File: src/rtl/ccm_sequencer_pkg.sv
// Shared constants for the colour-correction sequencer: FSM encoding,
// coefficient bank geometry and the identity-matrix layout.
package ccm_sequencer_pkg;

  typedef enum logic [2:0] {
    ST_IDLE,
    ST_ROW0,
    ST_ROW1,
    ST_ROW2,
    ST_HOLD
  } state_t;

  localparam int NUM_COEFFS     = 9;
  localparam int CFG_ADDR_WIDTH = 4;

  // Bit i set means coefficient index i (row*3+col) sits on the diagonal.
  localparam logic [NUM_COEFFS-1:0] IDENTITY_DIAG_MASK = 9'b1_0001_0001;

endpackage

File: src/rtl/ccm_sequencer_if.sv
// Pixel stream, configuration and status bundle for ccm_sequencer.
// The master side drives pixels and configuration; the slave is the sequencer.
interface ccm_sequencer_if
  import ccm_sequencer_pkg::*;
#(
  parameter int DATA_WIDTH  = 10,
  parameter int COEFF_WIDTH = 8
);

  logic                      in_valid;
  logic                      in_ready;
  logic [3*DATA_WIDTH-1:0]   in_pixel;
  logic                      out_valid;
  logic                      out_ready;
  logic [3*DATA_WIDTH-1:0]   out_pixel;
  logic                      cfg_we;
  logic [CFG_ADDR_WIDTH-1:0] cfg_addr;
  logic [COEFF_WIDTH-1:0]    cfg_data;
  logic                      cfg_commit;
  logic                      busy;

  modport master (
    output in_valid, in_pixel, out_ready, cfg_we, cfg_addr, cfg_data, cfg_commit,
    input  in_ready, out_valid, out_pixel, busy
  );

  modport slave (
    input  in_valid, in_pixel, out_ready, cfg_we, cfg_addr, cfg_data, cfg_commit,
    output in_ready, out_valid, out_pixel, busy
  );

endinterface

File: src/rtl/ccm_sequencer_dot_product.sv
// Combinational fixed-point dot product: sum(datai[i]*coeff[i]), rounded
// half-up at the coefficient binary point and clipped to the data range.
module dot_product #(
  parameter int LENGTH           = 3,
  parameter int DATA_WIDTH       = 10,
  parameter int COEFF_WIDTH      = 8,
  parameter int COEFF_FRAC_WIDTH = 5,
  parameter int SIGNED_COEFF     = 1,
  parameter int SIGNED_DATA      = 0
) (
  input  logic [LENGTH-1:0][DATA_WIDTH-1:0]  datai,
  input  logic [LENGTH-1:0][COEFF_WIDTH-1:0] coeff,
  output logic [DATA_WIDTH-1:0]              datao
);

  localparam int SW = DATA_WIDTH + COEFF_WIDTH + 3 + $clog2(LENGTH + 1);

  localparam logic signed [SW-1:0] HALF =
    SW'((64'(1) << COEFF_FRAC_WIDTH) >> 1);
  localparam logic signed [SW-1:0] MAX_VAL = (SIGNED_DATA != 0) ?
    SW'((64'(1) << (DATA_WIDTH - 1)) - 64'(1)) :
    SW'((64'(1) << DATA_WIDTH) - 64'(1));
  localparam logic signed [SW-1:0] MIN_VAL = (SIGNED_DATA != 0) ?
    -SW'(64'(1) << (DATA_WIDTH - 1)) : '0;

  logic signed [DATA_WIDTH:0]  d_ext;
  logic signed [COEFF_WIDTH:0] c_ext;
  logic signed [SW-1:0]        d_wide;
  logic signed [SW-1:0]        c_wide;
  logic signed [SW-1:0]        acc;
  logic signed [SW-1:0]        scaled;

  // NOTE: every variable gets a value before any branch or loop, so no path
  // leaves one unassigned and no latch is inferred.
  always_comb begin
    d_ext  = '0;
    c_ext  = '0;
    d_wide = '0;
    c_wide = '0;
    acc    = '0;
    for (int i = 0; i < LENGTH; i++) begin
      d_ext  = (SIGNED_DATA != 0)  ? {datai[i][DATA_WIDTH-1], datai[i]}
                                   : {1'b0, datai[i]};
      c_ext  = (SIGNED_COEFF != 0) ? {coeff[i][COEFF_WIDTH-1], coeff[i]}
                                   : {1'b0, coeff[i]};
      d_wide = SW'(d_ext);
      c_wide = SW'(c_ext);
      acc    = acc + d_wide * c_wide;
    end
    scaled = (acc + HALF) >>> COEFF_FRAC_WIDTH;
    if (scaled > MAX_VAL)      datao = MAX_VAL[DATA_WIDTH-1:0];
    else if (scaled < MIN_VAL) datao = MIN_VAL[DATA_WIDTH-1:0];
    else                       datao = scaled[DATA_WIDTH-1:0];
  end

endmodule

File: src/rtl/ccm_sequencer.sv
// 3x3 colour-correction sequencer: one shared dot product evaluates the three
// output rows in turn; coefficients are double-buffered (shadow -> active).
module ccm_sequencer
  import ccm_sequencer_pkg::*;
#(
  parameter int DATA_WIDTH       = 10,
  parameter int COEFF_WIDTH      = 8,
  parameter int COEFF_FRAC_WIDTH = 5,
  parameter int SIGNED_COEFF     = 1,
  parameter int SIGNED_DATA      = 0
) (
  input logic            clk,
  input logic            reset,
  ccm_sequencer_if.slave bus
);

  typedef logic [COEFF_WIDTH-1:0] coeff_t;

  localparam coeff_t COEFF_ONE = COEFF_WIDTH'(1) << COEFF_FRAC_WIDTH;

  function automatic coeff_t identity_coeff(input int idx);
    return IDENTITY_DIAG_MASK[idx] ? COEFF_ONE : '0;
  endfunction

  state_t state, state_next;
  logic   ready, handshake, do_copy;
  logic   commit_pending;

  logic [2:0][DATA_WIDTH-1:0]  pixel_q;
  logic [2:0][DATA_WIDTH-1:0]  out_pixel_q;
  coeff_t                      shadow      [NUM_COEFFS];
  coeff_t                      shadow_next [NUM_COEFFS];
  coeff_t                      active      [NUM_COEFFS];
  logic [2:0][DATA_WIDTH-1:0]  dp_data;
  logic [2:0][COEFF_WIDTH-1:0] dp_coeff;
  logic [DATA_WIDTH-1:0]       dp_result;

  always_comb begin
    state_next = state;
    ready      = (state == ST_IDLE) || (state == ST_HOLD && bus.out_ready);
    handshake  = bus.in_valid && ready;
    unique case (state)
      ST_IDLE: if (handshake) state_next = ST_ROW0;
      ST_ROW0: state_next = ST_ROW1;
      ST_ROW1: state_next = ST_ROW2;
      ST_ROW2: state_next = ST_HOLD;
      ST_HOLD: begin
        if (handshake)         state_next = ST_ROW0;
        else if (bus.out_ready) state_next = ST_IDLE;
      end
      default: state_next = ST_IDLE;
    endcase
  end

  assign bus.in_ready  = ready;
  assign bus.out_valid = (state == ST_HOLD);
  assign bus.busy      = (state != ST_IDLE);
  assign bus.out_pixel = out_pixel_q;

  // Active bank only moves while no pixel is in flight, so a copy taken in a
  // handshake cycle is exactly what the newly accepted pixel will see.
  assign do_copy = (commit_pending || bus.cfg_commit) &&
                   (state == ST_IDLE || handshake);

  // NOTE: sequential state uses non-blocking assignments so every register
  // samples the pre-edge values regardless of statement order.
  always_ff @(posedge clk) begin
    if (reset) state <= ST_IDLE;
    else       state <= state_next;
  end

  // NOTE: the captured pixel is not reset; it is only consumed after a
  // handshake has loaded it, so a reset term would add fan-out for nothing.
  always_ff @(posedge clk) begin
    if (handshake) pixel_q <= bus.in_pixel;
  end

  // Folding this cycle's write into the copy source makes a same-cycle
  // write+commit land the new value.
  always_comb begin
    for (int i = 0; i < NUM_COEFFS; i++) begin
      shadow_next[i] = (bus.cfg_we && bus.cfg_addr == CFG_ADDR_WIDTH'(i))
                       ? bus.cfg_data : shadow[i];
    end
  end

  always_ff @(posedge clk) begin
    if (reset) begin
      commit_pending <= 1'b0;
      for (int i = 0; i < NUM_COEFFS; i++) begin
        shadow[i] <= identity_coeff(i);
        active[i] <= identity_coeff(i);
      end
    end else begin
      if (do_copy)             commit_pending <= 1'b0;
      else if (bus.cfg_commit) commit_pending <= 1'b1;
      for (int i = 0; i < NUM_COEFFS; i++) begin
        shadow[i] <= shadow_next[i];
        if (do_copy) active[i] <= shadow_next[i];
      end
    end
  end

  // Row mux: channel 0 lives in the MSB lane of the packed pixel.
  always_comb begin
    for (int c = 0; c < 3; c++) begin
      dp_data[c] = pixel_q[2-c];
      unique case (state)
        ST_ROW1: dp_coeff[c] = active[3+c];
        ST_ROW2: dp_coeff[c] = active[6+c];
        default: dp_coeff[c] = active[c];
      endcase
    end
  end

  dot_product #(
    .LENGTH          (3),
    .DATA_WIDTH      (DATA_WIDTH),
    .COEFF_WIDTH     (COEFF_WIDTH),
    .COEFF_FRAC_WIDTH(COEFF_FRAC_WIDTH),
    .SIGNED_COEFF    (SIGNED_COEFF),
    .SIGNED_DATA     (SIGNED_DATA)
  ) u_dot (
    .datai(dp_data),
    .coeff(dp_coeff),
    .datao(dp_result)
  );

  always_ff @(posedge clk) begin
    if (reset) begin
      out_pixel_q <= '0;
    end else begin
      unique case (state)
        ST_ROW0: out_pixel_q[2] <= dp_result;
        ST_ROW1: out_pixel_q[1] <= dp_result;
        ST_ROW2: out_pixel_q[0] <= dp_result;
        default: ;
      endcase
    end
  end

endmodule

File: src/flat_wrapper.sv
// flat-port wrapper written by rule: the top's interface ports become plain ports
module ccm_sequencer_flat import ccm_sequencer_pkg::*;
#(
  parameter int DATA_WIDTH       = 10,
  parameter int COEFF_WIDTH      = 8,
  parameter int COEFF_FRAC_WIDTH = 5,
  parameter int SIGNED_COEFF     = 1,
  parameter int SIGNED_DATA      = 0
)
  (clk, reset, bus_in_valid, bus_in_pixel, bus_out_ready, bus_cfg_we, bus_cfg_addr, bus_cfg_data, bus_cfg_commit, bus_in_ready, bus_out_valid, bus_out_pixel, bus_busy);
  ccm_sequencer_if #(.DATA_WIDTH(DATA_WIDTH), .COEFF_WIDTH(COEFF_WIDTH)) bus_i ();
  input logic clk;
  input logic reset;
  input wire logic [$bits(bus_i.in_valid)-1:0] bus_in_valid;
  input wire logic [$bits(bus_i.in_pixel)-1:0] bus_in_pixel;
  input wire logic [$bits(bus_i.out_ready)-1:0] bus_out_ready;
  input wire logic [$bits(bus_i.cfg_we)-1:0] bus_cfg_we;
  input wire logic [$bits(bus_i.cfg_addr)-1:0] bus_cfg_addr;
  input wire logic [$bits(bus_i.cfg_data)-1:0] bus_cfg_data;
  input wire logic [$bits(bus_i.cfg_commit)-1:0] bus_cfg_commit;
  output wire logic [$bits(bus_i.in_ready)-1:0] bus_in_ready;
  output wire logic [$bits(bus_i.out_valid)-1:0] bus_out_valid;
  output wire logic [$bits(bus_i.out_pixel)-1:0] bus_out_pixel;
  output wire logic [$bits(bus_i.busy)-1:0] bus_busy;
  assign bus_i.in_valid = bus_in_valid;
  assign bus_i.in_pixel = bus_in_pixel;
  assign bus_i.out_ready = bus_out_ready;
  assign bus_i.cfg_we = bus_cfg_we;
  assign bus_i.cfg_addr = bus_cfg_addr;
  assign bus_i.cfg_data = bus_cfg_data;
  assign bus_i.cfg_commit = bus_cfg_commit;
  assign bus_in_ready = bus_i.in_ready;
  assign bus_out_valid = bus_i.out_valid;
  assign bus_out_pixel = bus_i.out_pixel;
  assign bus_busy = bus_i.busy;
  ccm_sequencer #(.DATA_WIDTH(DATA_WIDTH), .COEFF_WIDTH(COEFF_WIDTH), .COEFF_FRAC_WIDTH(COEFF_FRAC_WIDTH), .SIGNED_COEFF(SIGNED_COEFF), .SIGNED_DATA(SIGNED_DATA)) u_core (.clk(clk), .reset(reset), .bus(bus_i));
endmodule
File: config.mk
export PLATFORM = sky130hd
export DESIGN_NAME = ccm_sequencer_flat
export DESIGN_NICKNAME = d
export VERILOG_FILES = /design/src/rtl/ccm_sequencer_pkg.sv /design/src/rtl/ccm_sequencer_if.sv /design/src/rtl/ccm_sequencer_dot_product.sv /design/src/rtl/ccm_sequencer.sv /design/src/flat_wrapper.sv
export SDC_FILE = /design/constraint.sdc
export NUM_CORES = 1
export LEC_CHECK = 0
export ABC_CLOCK_PERIOD_IN_PS = 8900
export BUFFER_PORTS_ARGS = -buffer_cell sky130_fd_sc_hd__buf_2
export CORE_MARGIN = 1.5
export CORE_UTILIZATION = 40
export DETAILED_ROUTE_END_ITERATION = 16
export PLACE_DENSITY_LB_ADDON = 0.08
export SYNTH_ARGS = -nofsm -noshare
export SYNTH_HDL_FRONTEND = slang
export SYNTH_SLANG_ARGS = --single-unit
File: constraint.sdc
create_clock -name clk -period 8.9 [get_ports clk]
set_input_delay 0.445 -clock clk [delete_from_list [all_inputs] [get_ports clk]]
set_output_delay 0.445 -clock clk [all_outputs]
set_load 0.005 [all_outputs]
==> results.txt <==
Setup violators final = 0
GRT Util Overall = 19.0%
Number of synthesized register bits = 208
Die footprint = 0.0433 mm²
CTS tree = yes
Worst skew pair latency = 0.58 ns
Hold crit path type = in -> reg
Hold Fails Final Rpt = 0
DR DRC count = 0
Mean Syn Cell Area = 10.3 µm²
Largest net degree at the start of global routing = 97
Die Height = 208 µm
Placed inst area = 0.0179 mm²
Commonest cells post-synth = inv_1, fa_1, nand2_1, nor2_1, ha_1
H-tree levels = 1
Number of global-route vias before repair = 11,975
Vias = 11,262
Layout net count = 2,088
Port buffer count = 80
DP Cell Count = 2,217
I/O pin cnt = 81
Sequential element share of the synthesized area = 30.8%
Clk buf depth = 3
Antenna violations before repair = 0
Wirelength per Cell = 17.5 µm
Clock Skews = 0.0359 ns
Unrepaired setup endpoints after global routing = false
Prevailing post-synth register cell = dfxtp_1
Worst-margin pin slew = 1.11 ns
Non-Filler Instances = 2,263
Ratio of cells with drive above 1 in the final layout = 10.7%
Reg2reg start = u_core.state[1]$_SDFFE_PP0P_
1st-pass router iterations = 5
Synth area leaders = fa_1, edfxtp_1, dfxtp_1
Hold Crit Start = bus_in_pixel[29]
Synth async-reset ratio = 0%
Top cell type's share of synthesized area = 25.3%
Mapped Area = 0.0168 mm²
Post-Syn Nets = 2,013
Post-detailed-route count of antenna-violating nets = 0
Worst Path Required = 9.34 ns
Hpwl dp = 30.8 mm
Final Max Slew Viols = 0
Cell variety after synth = 55
CP max FO = 31
Most numerous cell in the Yosys netlist = inv_1
Fmax = 0.121 GHz
Post-route cell area = 0.0187 mm²
Largest area contributor in the netlist = fa_1
Worst-path clk slew = 0.06 ns
Antenna diodes = 0
CP Capture Type = flop
Min cycle time layout = 8.29 ns
Setup tns final = 0 ns
Die width = 208 µm
Clk sinks = 208
Crit Path Class = reg -> reg
Ys Warns = 0
Vias/cell = 4.98
Placeable Area = 0.0412 mm²
CTS root buffer = clkbuf_16
CP Launch Point = u_core.state[1]$_SDFFE_PP0P_
Max Cap Viol = 0
Mapped Cells = 1,637
Post-synth EDFFs = 102
First-pass GRT wire length = 64.8 mm
Fin crit share = 93.1%
GPL Wtd Cong = 0.823
Grt total ovfl = 0
# rows = 74
CTS hold repair buffers = 0
Crit path DAT = 8.73 ns
Iter 0 DRT Violations = 535
Startpoint types = flop
Total CTS buffers = 25
Initial core utilization = 40.9%
P&R area growth vs syn = 11.2%
Status = finished clean
Slew headroom = 25.9%
Final wirelength = 39.6 mm
worst paths after layout:
kind | cells past startpoint | slack [ns] | to
worst min register to register | 1 | 0.46 | u_core.shadow[0][5]$_SDFF_PP1_
worst max-delay path | 23 | 0.61 | u_core.bus.out_pixel[19]$_SDFFE_PP0N_
worst min-delay path | 1 | 0.04 | u_core.dp_data[9]$_DFFE_PP_
worst max register to register | 23 | 0.61 | u_core.bus.out_pixel[19]$_SDFFE_PP0N_
state kept, by name (all words and copies together), names as in the netlist:
name,count
u_core.state,3
u_core.bus.out_pixel,30
u_core.shadow,72
u_core.commit_pending,1
u_core.dp_data,30
u_core.active,72
repair_timing:
| item | 4_1_cts | 5_1_grt |
|---|---|---|
| buffers inserted | 0 | 0 |
| setup endpoints to repair | 0 | 30 |
| gates resized for setup | 0 | 4 |
worst max-delay path: stages, from the launching register on:
cell and delay, ns:
dfxtp_1 0.49, nand2b_2 0.21, buf_4 0.28, o21ai_1 0.73, nand2_1 0.18, fa_1 0.56, inv_1 0.05, fa_1 0.44
fa_1 0.50, fa_1 0.55, fa_1 0.44, fa_1 0.49, inv_1 0.05, fa_1 0.51, inv_1 0.05, ha_1 0.36
a21oi_1 0.27, o21ai_0 0.16, a221oi_1 0.43, o311ai_1 0.31, xor2_1 0.24, a2111oi_4 0.32, buf_4 0.37, a22oi_1 0.12
layer usage:
| metal | wire length, µm | track usage (%) | share of wire, % | vias to the layer above |
|---|---|---|---|---|
| met3 | 1130 | 2.34 | 2.9 | 42 |
| met4 | 897 | 4.76 | 2.3 | 0 |
| met2 | 20000 | 33.3 | 51 | 145 |
| met5 | 0 | 0 | 0 | - |
| li1 | - | - | - | 5407 |
| met1 | 17500 | 25.0 | 44 | 5668 |
placed cells by master (no fill, tap or decap), types with 3 or more instances in the layout:
master	count
inv_1	278
fa_1	213
nand2_1	126
nor2_1	123
ha_1	115
dfxtp_1	105
edfxtp_1	102
mux2i_1	93
buf_2	79
nor3_1	77
nor2b_1	75
and2_1	52
a22oi_1	30
buf_4	27
clkbuf_16	25
a21oi_1	24
nand2b_1	21
nor3b_1	17
xnor2_1	13
or2_2	12
and3_1	11
a21o_1	9
a211oi_1	8
o21ai_1	7
o21ai_0	7
xor2_1	7
clkbuf_8	7
o21ai_2	4
nand3b_1	4
a211o_1	4
clkinv_2	4
nand4_1	3
a21oi_2	3
a2111oi_0	3
clkbuf_1	3
inv_6	3
cell families (layout without fill, tap and decap cells):
family | count (synthesis) | count (layout) | share of synthesized area (%)
flops | 208 | 208 | 30.8
mux | 95 | 95 | 5.70
buf+inv | 337 | 431 | 7.72
simple gates | 532 | 532 | 15.9
compound gates | 116 | 116 | 4.87
fa+ha+maj | 328 | 328 | 33.9
xor+xnor | 21 | 21 | 1.20
cell type report:
class                   instances  area (µm²)
clock inverters                11        90.1
fillers                      3971       22500
multi-input cells            1092       10400
well taps                     532         666
repair buffers                107         618
inverters                     278        1040
clock buffers                  35         733
flip-flops and latches        208        5190
through the flow:
step | hold WS [ns] | setup WS, ns | utilization, %
after CTS | 0.00249 | 0.480 | 45.4
after detailed placement | 0.451 | 0.484 | 43.4
after global routing | 0.0151 | 0.0856 | 45.5
after global placement | 0.435 | 0.684 | 43.4
final | 0.0408 | 0.610 | 45.5
after floorplan | 0.425 | 1.12 | -
Power is not shown: default switching activity piles up to over one toggle a cycle in this logic, so the estimate is an artifact.
